==> config.mk <==
export PLATFORM = sky130hd
export DESIGN_NAME = led_cmd_controller
export DESIGN_NICKNAME = d
export VERILOG_FILES = /design/src/rtl/led_cmd_controller.sv
export SDC_FILE = /design/constraint.sdc
export NUM_CORES = 1
export LEC_CHECK = 0
export CORE_ASPECT_RATIO = 1.4
export CORE_MARGIN = 2
export CORE_UTILIZATION = 50
export CTS_CLUSTER_SIZE = 10
export DETAILED_ROUTE_END_ITERATION = 6
export PLACE_DENSITY = 0.88
export SYNTH_ARGS = -nofsm -noshare
export SYNTH_HDL_FRONTEND = slang
export SYNTH_SLANG_ARGS = --single-unit
==> constraint.sdc <==
create_clock -name CLK -period 3.77 [get_ports CLK]
set_input_delay 0.754 -clock CLK [delete_from_list [all_inputs] [get_ports CLK]]
set_output_delay 0.754 -clock CLK [all_outputs]
set_load 0.05 [all_outputs]
==> src/rtl/led_cmd_controller.sv <==
// Command sequencer for the SPI byte front end: decodes commands, loads response
// bytes and arbitrates the shared LED/toggle-counter between SPI and a local requester.
module led_cmd_controller #(
    parameter int DATA_WIDTH = 8,
    parameter int CNT_WIDTH  = 8
) (
    input  logic                  CLK,
    input  logic                  RST,
    input  logic                  SPI_CS,
    input  logic                  rx_valid,
    input  logic [DATA_WIDTH-1:0] rx_data,
    output logic [DATA_WIDTH-1:0] tx_data,
    output logic                  tx_load,
    input  logic                  loc_req,
    output logic                  loc_ack,
    output logic                  led,
    output logic [CNT_WIDTH-1:0]  cnt,
    output logic                  err
);

    typedef enum logic [1:0] {
        IDLE = 2'd0,
        ARG  = 2'd1,
        RESP = 2'd2
    } state_t;

    localparam logic [DATA_WIDTH-1:0] CMD_NOP         = DATA_WIDTH'(0);
    localparam logic [DATA_WIDTH-1:0] CMD_TOGGLE      = DATA_WIDTH'(1);
    localparam logic [DATA_WIDTH-1:0] CMD_READ_CNT    = DATA_WIDTH'(2);
    localparam logic [DATA_WIDTH-1:0] CMD_WRITE_LED   = DATA_WIDTH'(3);
    localparam logic [DATA_WIDTH-1:0] CMD_CLR_CNT     = DATA_WIDTH'(4);
    localparam logic [DATA_WIDTH-1:0] CMD_READ_STATUS = DATA_WIDTH'(5);

    // Zero-extends or truncates the counter to the response byte width.
    function automatic logic [DATA_WIDTH-1:0] cnt_to_data(input logic [CNT_WIDTH-1:0] c);
        logic [DATA_WIDTH+CNT_WIDTH-1:0] ext;
        ext = {{DATA_WIDTH{1'b0}}, c};
        return ext[DATA_WIDTH-1:0];
    endfunction

    function automatic logic [DATA_WIDTH-1:0] status_byte(input logic e, input logic l);
        return {{(DATA_WIDTH-2){1'b0}}, e, l};
    endfunction

    state_t                  state, state_nxt;
    logic                    led_nxt, err_nxt, tx_load_nxt, loc_ack_nxt, spi_mod;
    logic [CNT_WIDTH-1:0]    cnt_nxt;
    logic [DATA_WIDTH-1:0]   tx_data_nxt;

    always_comb begin
        state_nxt   = state;
        led_nxt     = led;
        cnt_nxt     = cnt;
        err_nxt     = err;
        tx_data_nxt = tx_data;
        tx_load_nxt = 1'b0;
        spi_mod     = 1'b0;
        loc_ack_nxt = 1'b0;

        if (SPI_CS) begin
            state_nxt = IDLE;
        end else if (rx_valid) begin
            case (state)
                IDLE: begin
                    case (rx_data)
                        CMD_NOP: ;
                        CMD_TOGGLE: begin
                            spi_mod = 1'b1;
                            led_nxt = ~led;
                            cnt_nxt = cnt + CNT_WIDTH'(1);
                        end
                        CMD_READ_CNT: begin
                            tx_data_nxt = cnt_to_data(cnt);
                            tx_load_nxt = 1'b1;
                            state_nxt   = RESP;
                        end
                        CMD_WRITE_LED: state_nxt = ARG;
                        CMD_CLR_CNT: begin
                            spi_mod = 1'b1;
                            cnt_nxt = '0;
                        end
                        CMD_READ_STATUS: begin
                            tx_data_nxt = status_byte(err, led);
                            tx_load_nxt = 1'b1;
                            err_nxt     = 1'b0;
                            state_nxt   = RESP;
                        end
                        default: err_nxt = 1'b1;
                    endcase
                end
                ARG: begin
                    spi_mod   = 1'b1;
                    led_nxt   = rx_data[0];
                    state_nxt = IDLE;
                end
                default: state_nxt = IDLE;
            endcase
        end

        // Local toggle takes any cycle free of SPI updates; never two grants back to back.
        if (loc_req && !spi_mod && !loc_ack) begin
            loc_ack_nxt = 1'b1;
            led_nxt     = ~led;
            cnt_nxt     = cnt + CNT_WIDTH'(1);
        end
    end

    always_ff @(posedge CLK) begin
        if (RST) begin
            state   <= IDLE;
            led     <= 1'b1;
            cnt     <= '0;
            err     <= 1'b0;
            tx_data <= '0;
            tx_load <= 1'b0;
            loc_ack <= 1'b0;
        end else begin
            state   <= state_nxt;
            led     <= led_nxt;
            cnt     <= cnt_nxt;
            err     <= err_nxt;
            tx_data <= tx_data_nxt;
            tx_load <= tx_load_nxt;
            loc_ack <= loc_ack_nxt;
        end
    end

endmodule
; After elaboration in Yosys (flattened, before gate mapping)
; Index checks and enable logic that the tools add are counted.
; W data, S select, Z words.
[totals]
register_bits = 22
inputBits = 13
output_inout_bits = 20
[op_classes]
addsub = 1
eq_ne = 9
mux = 20
bitwise_logic = 5
reduce_logical = 21
[ops]
columns = op, n
row1 = $mux W8, 4
row2 = $pmux W8 S2, 2
row3 = $eq A8 B2 Y1 const B, 2
row4 = $eq A8 B3 Y1 const B, 2
row5 = $reduce_and A4 Y1, 4
row6 = $mux W1, 9
row7 = $add A8 B1 Y8 const B, 1
row8 = $eq A8 B1 Y1 const B, 1
row9 = $logic_not A8 Y1, 1
row10 = $ne A3 B2 Y1 const B, 2
row11 = $pmux W1 S2, 3
row12 = $reduce_bool A2 Y1, 3
row13 = $reduce_bool A3 Y1, 2
row14 = $reduce_or A2 Y1, 3
row15 = $not A1 Y1, 5
row16 = $reduce_or A5 Y1, 1
row17 = $pmux W2 S2, 1
row18 = $reduce_or A4 Y1, 1
row19 = $eq A2 B1 Y1 const B, 1
row20 = $logic_and A1 B1 Y1, 2
row21 = $logic_not A1 Y1, 2
row22 = $logic_not A2 Y1, 1
row23 = $mux W2, 1
row24 = $ne A2 B1 Y1 const B, 1
row25 = $reduce_and A2 Y1, 1

; Logic depth before layout (Yosys ltp)
[logic_depth]
word_depth = 11
depth_mapped = 6

; Worst setup path after synthesis
; OpenSTA, ideal clock, no wires.
[synth_path]
path_type = in2reg
from = input rx_data[5]
to = register cnt[6]
setup_ps = 121
t_arrival_ps = 2016
path_slack_ps = 1633
path_stages = 5
n_path_buf = 0
cell_sequence = nor4_1 > nand2_1 > o31ai_4 > nor2_1 > mux2_4
[synth_between]
elab_chain_len = 11
[synth_lines]
columns = element, line
row1 = start: declaration, 11  ; input logic [DATA_WIDTH-1:0] rx_data,
row2 = $eq A8 B3 Y1 / $eq A8 B1 Y1 (equally long branches), 65  ; case (rx_data)
row3 = $reduce_or A2 Y1 (no line), -
row4 = $mux W1, 65
row5 = $pmux W1 S2, 63  ; case (state)
row6 = $mux W1, 62  ; end else if (rx_valid) begin
row7 = $mux W1, 60  ; if (SPI_CS) begin
row8 = $logic_not A1 Y1, 101  ; if (loc_req && !spi_mod && !loc_ack) begin
row9 = $logic_and A1 B1 Y1 (2 in series), 101
row10 = $ne A2 B1 Y1 (no line) (tied with other cells), -
row11 = $reduce_and A4 Y1 (no line), -
row12 = end signal: assignment, 120  ; cnt <= cnt_nxt;
row13 = end: declaration, 17  ; output logic [CNT_WIDTH-1:0] cnt,
; Several ways; a longest one is shown, not always the timed one. The select of a mux whose other input is x is not followed.
; A chain may end at the register's enable or synchronous reset.

; Worst setup path in the final report
[layout_path]
from = input rx_valid
to = register cnt[6]
[layout_between]
elab_chain_len = 7
[layout_lines]
columns = element, line
row1 = start: declaration, 10  ; input logic rx_valid,
row2 = $mux W1, 62
row3 = $mux W1, 60
row4 = $logic_not A1 Y1, 101
row5 = $logic_and A1 B1 Y1 (2 in series), 101
row6 = $ne A2 B1 Y1 (no line) (tied with other cells), -
row7 = $reduce_and A4 Y1 (no line), -
; Several ways; a longest one is shown, not always the timed one.

==> results.json <==
{
  "cts_resized": 0,
  "min_path_cells": 1,
  "diodes": 0,
  "synth_edf_count": 0,
  "async_reset_ff_frac": 0,
  "hold_viol": 0,
  "worst_setup_path_start_kind": "input pin",
  "numCtsBuffers": 3,
  "clk_path_buf_depth": 2,
  "ys.flop_type": "dfxtp_1",
  "rr_worst_depth": 5,
  "drive_gt1_frac": 0.08696,
  "track_usage": 0.2150,
  "ant_nets": 0,
  "layout_common_cells": "32 x clkdlybuf4s50_1, 22 x dfxtp_1, 20 x nor2_1, 7 x inv_1, 6 x a22o_1",
  "vias_per_cell": 6.033,
  "overflow": 0,
  "area_growth_syn_to_layout_pct": 31.60,
  "io_buffers": 32,
  "ys.warnings.count": 0,
  "cts_hold_buffers": 0,
  "postCtsSetupBuffers": 0,
  "syn_inst": 128,
  "ys_types": 45,
  "critical_path.cell_chain": "clkdlybuf4s50_1, nor3b_4, nand3_2, o31ai_4, nor2_1, mux2_4",
  "nets": 176,
  "cpMaxStageDelayCell": "clkdlybuf4s50_1",
  "hold_class": "reg2reg",
  "cp-end-kind": "flip-flop",
  "drt-total-wl_um": 2707,
  "cts-htree-levels": 1,
  "path_buf_inv": 1,
  "slew_headroom": 0.6589,
  "syn-cell-area_sq_mm": 0.001176,
  "final_common_cell": "clkdlybuf4s50_1",
  "maxSlewViolCount": 0,
  "seq_area_frac_synth": 0.3745,
  "multi_input_area_sq_um": 696.9,
  "cp_slowest_stage_delay_ps": 600,
  "skew_ps": 4.284,
  "grt_pass1_wl_um": 4429,
  "clk_pin_slew_ps": 120,
  "grt_setup_unrepaired": "false",
  "path_class": "in2reg",
  "tightest_slew_ps": 504.6,
  "drc": 0,
  "antenna_found_initial": 0,
  "finalSetupTns_ps": 0,
  "tritoncts": "built",
  "setup_viol": 0,
  "crit_cells": 6,
  "place.gp.congestion": 0.8662,
  "dr.first_iter.drc_count": 20,
  "grt_max_degree": 16,
  "layout_min_cycle_time_ps": 2514,
  "path_delay_family": "simple AND/OR/NAND/NOR gates",
  "avgSynthCellArea_sq_um": 9.189,
  "fin_crit_sh": 0.6667,
  "regArea_sq_um": 440.4,
  "cts_root_buf": "clkbuf_4",
  "core_area_sq_mm": 0.002202,
  "hpwl_um": 2177,
  "dieArea_sq_mm": 0.002762,
  "insertion_delay_ps": 310,
  "holdWs_ps": 495.5,
  "grt_pass1_vias": 1024,
  "worstPathRequired_ps": 3980,
  "fp.dieW_um": 44.99,
  "critPathArrivalTime_ps": 2720,
  "synth_seq_cells": 22,
  "drt_pass1_iterations": 4,
  "maxCapViolCount": 0,
  "routedWlPerCell_um": 14.79,
  "max-vdd-ir-drop_uv": 246.1,
  "fmax_mhz": 397.9,
  "p_leak_uw": 0.0005310,
  "p_per_area_mw_per_mm2": 301.7,
  "final_util": 0.7028,
  "route.vias.total": 1104,
  "start_util": 0.5341,
  "io_pins": 33,
  "fp.dieH_um": 61.39,
  "syn_nets": 142,
  "cts_sinks": 22,
  "fillers": 180,
  "fp-row-count": 20,
  "status": "complete, no violations",
  "crit_fanout": 10
}
-- cell usage after synthesis, types with 2 or more instances --
cell      count  area (sq um)
nor2b_1       3         18.77
nand4_1       2         12.51
nand3_1       2         10.01
o21ai_0       3         15.01
a211oi_1      5         37.54
nor2_1       20         75.07
a31oi_1       2         12.51
nand2b_1      2         12.51
xnor2_1       4         35.03
a21oi_1       4         20.02
and3_1        2         12.51
a22o_1        6         52.55
nor3_2        2         20.02
nor4_1        4         25.02
nand3b_1      2         15.01
inv_1         7         26.28
nand2_1       4         15.01
clkbuf_1      2         7.510
mux2i_1       3         30.03
a31o_1        2         17.52
nor3_1        2         10.01
dfxtp_1      22         440.4
-- final cells by class --
type                    instances  share of cell area
well taps                      22             0.01779
multi-input cells              96              0.4503
flip-flops and latches         22              0.2846
repair buffers                 32              0.2070
inverters                       7             0.01698
clock buffers                   4             0.02344
-- logic make-up after synthesis --
group	Yosys count	share of synthesized area
fa+ha+maj	1	0.01064
xor+xnor	5	0.03723
simple gates	56	0.2979
mux	4	0.03830
compound gates	30	0.2085
flops	22	0.3745
buf+inv	10	0.03298
-- per-layer routing --
layer,GRT usage,part of all wire,vias to the layer above
met1,0.2287,0.39,523
met2,0.4204,0.55,35
met5,0,0,-
li1,-,-,542
met4,0.05882,0.0089,0
met3,0.03812,0.045,4
-- final timing paths --
check	from	endpoint	slack [ps]
worst max-delay path	rx_valid	cnt[6]	1260
worst min register to register	tx_data[6]	tx_data[6]	500
worst max register to register	state[1]	cnt[6]	1930
worst min-delay path	tx_data[6]	tx_data[6]	500
-- power breakdown --
part	switching (uW)	internal (uW)
sequential	7.21	238
clock	70.3	59.0
combinational	55.1	37.1
total	133	334
-- registers in the layout (all words and copies together) (netlist names) --
signal,count
cnt,8
err,1
led,1
loc_ack,1
state,2
tx_data,8
tx_load,1
-- worst reg2reg max path, cell delays in order, from the launching register on --
cell,delay [ps]
dfxtp_1,390
nor3b_4,400
nand3_2,160
o31ai_4,420
nor2_1,80
mux2_4,280
-- through the flow --
step	setup WS [ps]	area, sq um	cells	power, uW
after floorplan	1633	1176	128	305.3
after global placement	984.5	1511	179	340.2
after detailed placement	945.8	1511	179	342.6
after CTS	1249	1548	183	470.6
after global routing	1155	1548	183	487.1
final	1256	1548	183	467.0
(Power assumes the default switching activity.)
